## src/rtl/rv32_instr_encoder.sv

```systemverilog
// rtl/rv32_instr_encoder.sv - RV32I field-to-instruction encoder with address stamping and skid-buffered output stream
module rv32_instr_encoder #(
  parameter int                ADDR_W    = 32,
  parameter logic [ADDR_W-1:0] BASE_ADDR = '0
) (
  input  logic              clk,
  input  logic              rst,
  input  logic              clear,
  input  logic              in_valid,
  output logic              in_ready,
  input  logic [2:0]        in_fmt,
  input  logic [6:0]        in_opcode,
  input  logic [4:0]        in_rd,
  input  logic [4:0]        in_rs1,
  input  logic [4:0]        in_rs2,
  input  logic [2:0]        in_funct3,
  input  logic [6:0]        in_funct7,
  input  logic [31:0]       in_imm,
  output logic              out_valid,
  input  logic              out_ready,
  output logic [31:0]       out_instr,
  output logic [ADDR_W-1:0] out_addr,
  output logic              out_err
);

  localparam logic [ADDR_W-1:0] ADDR_STEP = ADDR_W'(4);

  logic signed [31:0] simm;
  logic [31:0]        enc_instr;
  logic               enc_err;
  logic [ADDR_W-1:0]  addr_cnt;
  logic [ADDR_W-1:0]  word_addr;
  logic               skid_full;
  logic [31:0]        skid_instr;
  logic [ADDR_W-1:0]  skid_addr;
  logic               skid_err;
  logic               accept;
  logic               drain;

  assign simm      = in_imm;
  assign in_ready  = ~skid_full;
  assign accept    = in_valid & in_ready;
  assign drain     = out_valid & out_ready;
  assign word_addr = clear ? BASE_ADDR : addr_cnt;

  // Out-of-range immediates still produce a word from the truncated bits; only the flag changes.
  always_comb begin
    enc_instr = 32'h0000_0013;
    enc_err   = 1'b0;
    case (in_fmt)
      3'd0: enc_instr = {in_funct7, in_rs2, in_rs1, in_funct3, in_rd, in_opcode};
      3'd1: begin
        enc_instr = {in_imm[11:0], in_rs1, in_funct3, in_rd, in_opcode};
        enc_err   = (simm < -32'sd2048) || (simm > 32'sd2047);
      end
      3'd2: begin
        enc_instr = {in_imm[11:5], in_rs2, in_rs1, in_funct3, in_imm[4:0], in_opcode};
        enc_err   = (simm < -32'sd2048) || (simm > 32'sd2047);
      end
      3'd3: begin
        enc_instr = {in_imm[12], in_imm[10:5], in_rs2, in_rs1, in_funct3,
                     in_imm[4:1], in_imm[11], in_opcode};
        enc_err   = (simm < -32'sd4096) || (simm > 32'sd4094) || in_imm[0];
      end
      3'd4: begin
        enc_instr = {in_imm[31:12], in_rd, in_opcode};
        enc_err   = (in_imm[11:0] != 12'd0);
      end
      3'd5: begin
        enc_instr = {in_imm[20], in_imm[10:1], in_imm[11], in_imm[19:12], in_rd, in_opcode};
        enc_err   = (simm < -32'sd1048576) || (simm > 32'sd1048574) || in_imm[0];
      end
      default: begin
        enc_instr = 32'h0000_0013;
        enc_err   = 1'b1;
      end
    endcase
  end

  always_ff @(posedge clk) begin
    if (rst) begin
      addr_cnt   <= BASE_ADDR;
      out_valid  <= 1'b0;
      out_instr  <= 32'd0;
      out_addr   <= BASE_ADDR;
      out_err    <= 1'b0;
      skid_full  <= 1'b0;
      skid_instr <= 32'd0;
      skid_addr  <= BASE_ADDR;
      skid_err   <= 1'b0;
    end else begin
      if (clear) begin
        addr_cnt <= accept ? BASE_ADDR + ADDR_STEP : BASE_ADDR;
      end else if (accept) begin
        addr_cnt <= addr_cnt + ADDR_STEP;
      end

      // Output register is free when empty or handing off this edge; skid always drains first.
      if (!out_valid || drain) begin
        if (skid_full) begin
          out_instr <= skid_instr;
          out_addr  <= skid_addr;
          out_err   <= skid_err;
          if (accept) begin
            skid_instr <= enc_instr;
            skid_addr  <= word_addr;
            skid_err   <= enc_err;
          end else begin
            skid_full <= 1'b0;
          end
        end else if (accept) begin
          out_valid <= 1'b1;
          out_instr <= enc_instr;
          out_addr  <= word_addr;
          out_err   <= enc_err;
        end else begin
          out_valid <= 1'b0;
        end
      end else if (accept) begin
        skid_full  <= 1'b1;
        skid_instr <= enc_instr;
        skid_addr  <= word_addr;
        skid_err   <= enc_err;
      end
    end
  end

endmodule

```

## config.mk

```make
export PLATFORM = sky130hd
export DESIGN_NAME = rv32_instr_encoder
export DESIGN_NICKNAME = d
export VERILOG_FILES = /design/src/rtl/rv32_instr_encoder.sv
export SDC_FILE = /design/constraint.sdc
export NUM_CORES = 1
export LEC_CHECK = 0
export CORE_UTILIZATION = 57
export DETAILED_ROUTE_END_ITERATION = 12
export PLACE_DENSITY = 0.95
export SLEW_MARGIN = 20
export SYNTH_ARGS = -nofsm -noshare
export SYNTH_HDL_FRONTEND = slang
export SYNTH_SLANG_ARGS = --single-unit
```

## constraint.sdc

```tcl
create_clock -name clk -period 2.7 [get_ports clk]
set_input_delay 0.54 -clock clk [delete_from_list [all_inputs] [get_ports clk]]
set_output_delay 0.54 -clock clk [all_outputs]
set_load 0.02 [all_outputs]
```

; ---- Word level (Yosys, flattened, before mapping)
; Cells that the tools add are included.
[classes]
eq_ne = 6
addsub = 1
n_mux = 25
order_cmp = 6
reduce_logical = 15
bitwise = 3
[ops]
columns = op, n
row1 = 32-bit 2-to-1 mux, 13
row2 = 32-bit case mux with 6 select lines, 1
row3 = "32-bit by 3-bit adder with 32-bit output, second input constant", 1
row4 = "32-bit by 12-bit > comparator with 1-bit output, second input constant", 1
row5 = "32-bit by 13-bit > comparator with 1-bit output, second input constant", 1
row6 = "32-bit by 21-bit > comparator with 1-bit output, second input constant", 1
row7 = "32-bit by 12-bit < comparator with 1-bit output, second input constant", 1
row8 = "32-bit by 13-bit < comparator with 1-bit output, second input constant", 1
row9 = "32-bit by 21-bit < comparator with 1-bit output, second input constant", 1
row10 = 12-bit nonzero test, 1
row11 = 1-bit 2-to-1 mux, 9
row12 = "3-bit by 2-bit equality test with 1-bit output, second input constant", 2
row13 = "3-bit equality test, second input constant", 2
row14 = 1-bit logical OR, 6
row15 = 2-bit nonzero test, 3
row16 = 1-bit case mux with 5 select lines, 1
row17 = 2-bit AND reduction, 2
row18 = "3-bit by 1-bit equality test with 1-bit output, second input constant", 1
row19 = 3-bit logical NOT, 1
row20 = 3-bit 2-to-1 mux, 1
row21 = 1-bit bitwise AND, 2
row22 = "2-bit != test, second input constant", 1
row23 = 2-bit OR reduction, 1
row24 = 1-bit logical NOT, 1
row25 = 1-bit inverter, 1
[totals]
reg_bits = 164
wordCells = 65
out_inout_bits = 67
input_bits = 72

; ---- Longest topological paths before layout
[depth]
depth_word = 7
ltp_mapped = 8
depth_no_buf = 5

; ---- Worst setup path before layout
; Ideal clock, no wire load.
[synth_timing]
kind = input to register
from = input in_imm[23]
to = register out_err
arrival_ps = 1781
required_time_ps = 2570
n_path_buf = 0
setup_slack_ps = 789
path_stages = 5
setup_ps = 130
path_cell_list = nor4_1 > nand3_1 > or3_1 > a2111oi_0 > a21oi_1
[synth_between]
elab_chain_len = 6
elab_cells_between_ends = 14
classes_between = 6 x order compare / 3 x mux / 5 x reduce/logical
[synth_lines]
columns = element, line
row1 = "start, declared", 18  ; input logic [31:0] in_imm,
row2 = "32-bit by 21-bit < comparator with 1-bit output, or another cell as far along", 71  ; enc_err = (simm < -32'sd1048576) || (simm > 32'sd1048574) || in_imm[0];
row3 = 1-bit logical OR (on tied branches) (2 in a row), "71, 63"
row4 = 1-bit case mux with 5 select lines *, 50  ; case (in_fmt)
row5 = 1-bit 2-to-1 mux *, 111  ; end else if (accept) begin
row6 = 1-bit 2-to-1 mux *, 100  ; if (skid_full) begin
row7 = "end signal, assigned", 103  ; out_err <= skid_err;
row8 = "end signal, assigned", 115  ; out_err <= enc_err;
row9 = "end, declared", 23  ; output logic out_err
; Mark *: on every way between the ends. The rest lies on a longest branch, timed or not. The select of a mux whose other input is x is not followed.
; A chain may end at the register's enable or synchronous reset.

; ---- Worst setup path in the final report
[layout_timing]
from = input in_valid
to = register addr_cnt[23]
[layout_between]
elab_chain_len = 2
[layout_lines]
columns = element, line
row1 = "start, declared", 9  ; input logic in_valid,
row2 = 1-bit bitwise AND, 42  ; assign accept = in_valid & in_ready;
row3 = 2-bit nonzero test (no line), n/a
row4 = "end signal, assigned", 93  ; addr_cnt <= accept ? BASE_ADDR + ADDR_STEP : BASE_ADDR;
row5 = "end signal, assigned", 95  ; addr_cnt <= addr_cnt + ADDR_STEP;
row6 = "end, declared", 31  ; logic [ADDR_W-1:0] addr_cnt;
; No other way between the ends.

==> impl_metrics.ini <==
[sta]
whs_ps = 453
slew_viol_final = 0
fin_crit_sh = 0.820
tns_ps = 0
rsz0062_at_grt = false
finalSetupViolations = 0
max_freq_mhz = 452
tightestPinTransition_ps = 676
hold_viol_final = 0
clock_skew_ps = 9.82
layout_min_cycle_time_ps = 2210
max_slew_margin = 0.549

[clock_tree]
cts_setup_buffers = 0
numCtsBuffers = 17
cts_resized = 0
cts_tree = built
hold_buffers = 0
htreeDepth = 4
clk_latency_ps = 430
cts_sinks = 160
clk_pin_slew_ps = 60
max-clock-path-buffers = 2
clock-root-buffer = clkbuf_16

[flow_run]
drv_cap = 0

[route]
ant_nets = 0
vias_per_cell = 5.88
initialDrtViolationCount = 605
drc_errors = 0
wl_per_cell_um = 16.4
first_pass_iters = 5
wirelength_um = 20100
vias = 7219

[die]
die_h_um = 117
io_pins = 139
die_w_um = 117
num_rows = 41
core_um2 = 12700
start_util = 0.588
die_area_um2 = 13600

[critical_path]
worstSetupEndpointType = register
crit_arrival_ps = 2510
worstPathMaxFanout = 11
worstSetupPathType = primary input to register
cp.required_ps = 3000
critPathLaunchType = primary input
reg2reg_slack_ps = 680

[cells_and_area]
layout-drive-gt1-share = 0.0720
fillers = 904
syn_to_final_growth_pct = 28.8
layout_commonest_cell = dfxtp_1
antenna_cells = 0
final_cell_mix = 159 x dfxtp_1, 136 x clkdlybuf4s50_1, 132 x a21oi_1, 117 x nor2_1, 117 x nand2_1
fin_cells = 1227
fin_nets = 1115
final_core_util = 0.757

[power]
power_density_nw_per_um2 = 609
power.total_mw = 5.86
comb_power_share = 0.129
internal_power_mw = 4.37
power_switching_mw = 1.49
sw_frac_of_total = 0.254
pwr-share-seq = 0.425
p_clk_frac = 0.446
irDropWorstVdd_mv = 0.488
power_leakage_nw = 3.24

[logic_synthesis]
netlist_area_um2 = 7470
synthFlopType = dfxtp_1
synthesis.yosys.warnings = 0
ys_seq_area_frac = 0.429
synth_edf_count = 0
synthArstFlopShare = 0
synth_nets = 1018
avgSynthCellArea_um2 = 7.91
ys_types = 53
postSynthCellCount = 945
ys_seq_elements = 160

[min_path]
hp-class = register to register

[run_status]
outcome = completed

[global_routing]
grtUsageTotal = 0.303
grt_first_pass_wirelength_um = 31900
grt.overflow.total = 0
grt_pass1_vias = 6556
antenna_found_initial = 0
grt_max_degree = 61

[place]
port-buffer-count = 138
place.gp.congestion = 0.929
placed_cells = 1195
hpwl_um = 13000
[per-stage QoR]
stage               area, um2  setup slack [ps]
floorplan                7470               789
global placement         8990               193
detailed placement       8990               147
CTS                      9630               516
global route             9630               410
finish                   9630               485
[kinds of logic (layout without fill, tap and decap cells)]
family | Yosys count | count (layout) | share of synthesized area
compound gates | 252 | 252 | 0.202
simple gates | 399 | 399 | 0.264
mux | 19 | 19 | 0.0270
fa+ha+maj | 1 | 1 | 0.00167
flops | 160 | 160 | 0.429
xor+xnor | 24 | 24 | 0.0281
buf+inv | 90 | 200 | 0.0489
[power by group through the flow]
stage                     sequential [mW]  combinational [mW]  clock (mW)
final                                2.49               0.755        2.61
after global routing                 2.50               0.810        2.73
after CTS                            2.49               0.750        2.63
after detailed placement             2.54               0.744           0
after global placement               2.54               0.732           0
after floorplan                      2.61               0.324           0
[worst max-delay path, cell delays in order]
cell,delay [ps]
clkdlybuf4s50_1,560
nor2b_1,280
buf_4,220
nand4_1,100
buf_4,190
nor4_1,370
xnor2_1,200
nor2_1,50
[cell type report]
class	count	area (um2)	area share
well taps	172	215	0.0223
multi-input cells	695	3930	0.408
repair buffers	162	1620	0.168
clock inverters	14	201	0.0209
inverters	6	22.5	0.00234
clock buffers	18	439	0.0456
flip-flops and latches	160	3210	0.333
[final timing paths]
check,start,to,cells after the start
setup / recovery,in_valid,addr_cnt[23],8
hold reg to reg,out_instr[15],out_instr[15],2
hold / removal,out_instr[15],out_instr[15],2
setup reg to reg,addr_cnt[6],addr_cnt[30],5
[per-layer routing]
metal  part of all wire  GRT usage
met1               0.43      0.397
met2               0.48      0.491
met3              0.062     0.0607
met4              0.023      0.121
met5                  0          0
[synth_stat cells, types with 2 or more instances]
| cell | n | area [um2] |
|---|---|---|
| dfxtp_1 | 160 | 3200 |
| a211o_1 | 4 | 35.0 |
| a311oi_1 | 5 | 43.8 |
| xnor2_1 | 17 | 149 |
| nor4_1 | 14 | 87.6 |
| a21o_1 | 3 | 22.5 |
| mux2_2 | 9 | 101 |
| buf_4 | 2 | 15.0 |
| nor2b_1 | 19 | 119 |
| nor2_1 | 119 | 447 |
| and4_1 | 5 | 43.8 |
| o211ai_1 | 3 | 22.5 |
| o21ai_0 | 33 | 165 |
| nand3_1 | 16 | 80.1 |
| clkbuf_1 | 63 | 236 |
| nand3b_1 | 4 | 30.0 |
| nor3b_1 | 51 | 383 |
| buf_1 | 13 | 48.8 |
| nand2b_1 | 2 | 12.5 |
| buf_6 | 2 | 22.5 |
| buf_2 | 3 | 15.0 |
| nand4_1 | 16 | 100 |
| nand2_1 | 118 | 443 |
| o21bai_1 | 7 | 52.6 |
| a211oi_1 | 52 | 390 |
| mux2i_1 | 10 | 100 |
| a21oi_1 | 132 | 661 |
| xor2_1 | 7 | 61.3 |
| inv_1 | 6 | 22.5 |
| or4_1 | 2 | 15.0 |
| or3_1 | 10 | 62.6 |
| nor3_1 | 17 | 85.1 |
[sequential cells by signal, summed over array words and instances, names as in the netlist, 30 cells and up]
signal	flops
out_instr	32
out_addr	31
addr_cnt	30
skid_addr	31
skid_instr	32
(Power assumes the default switching activity.)
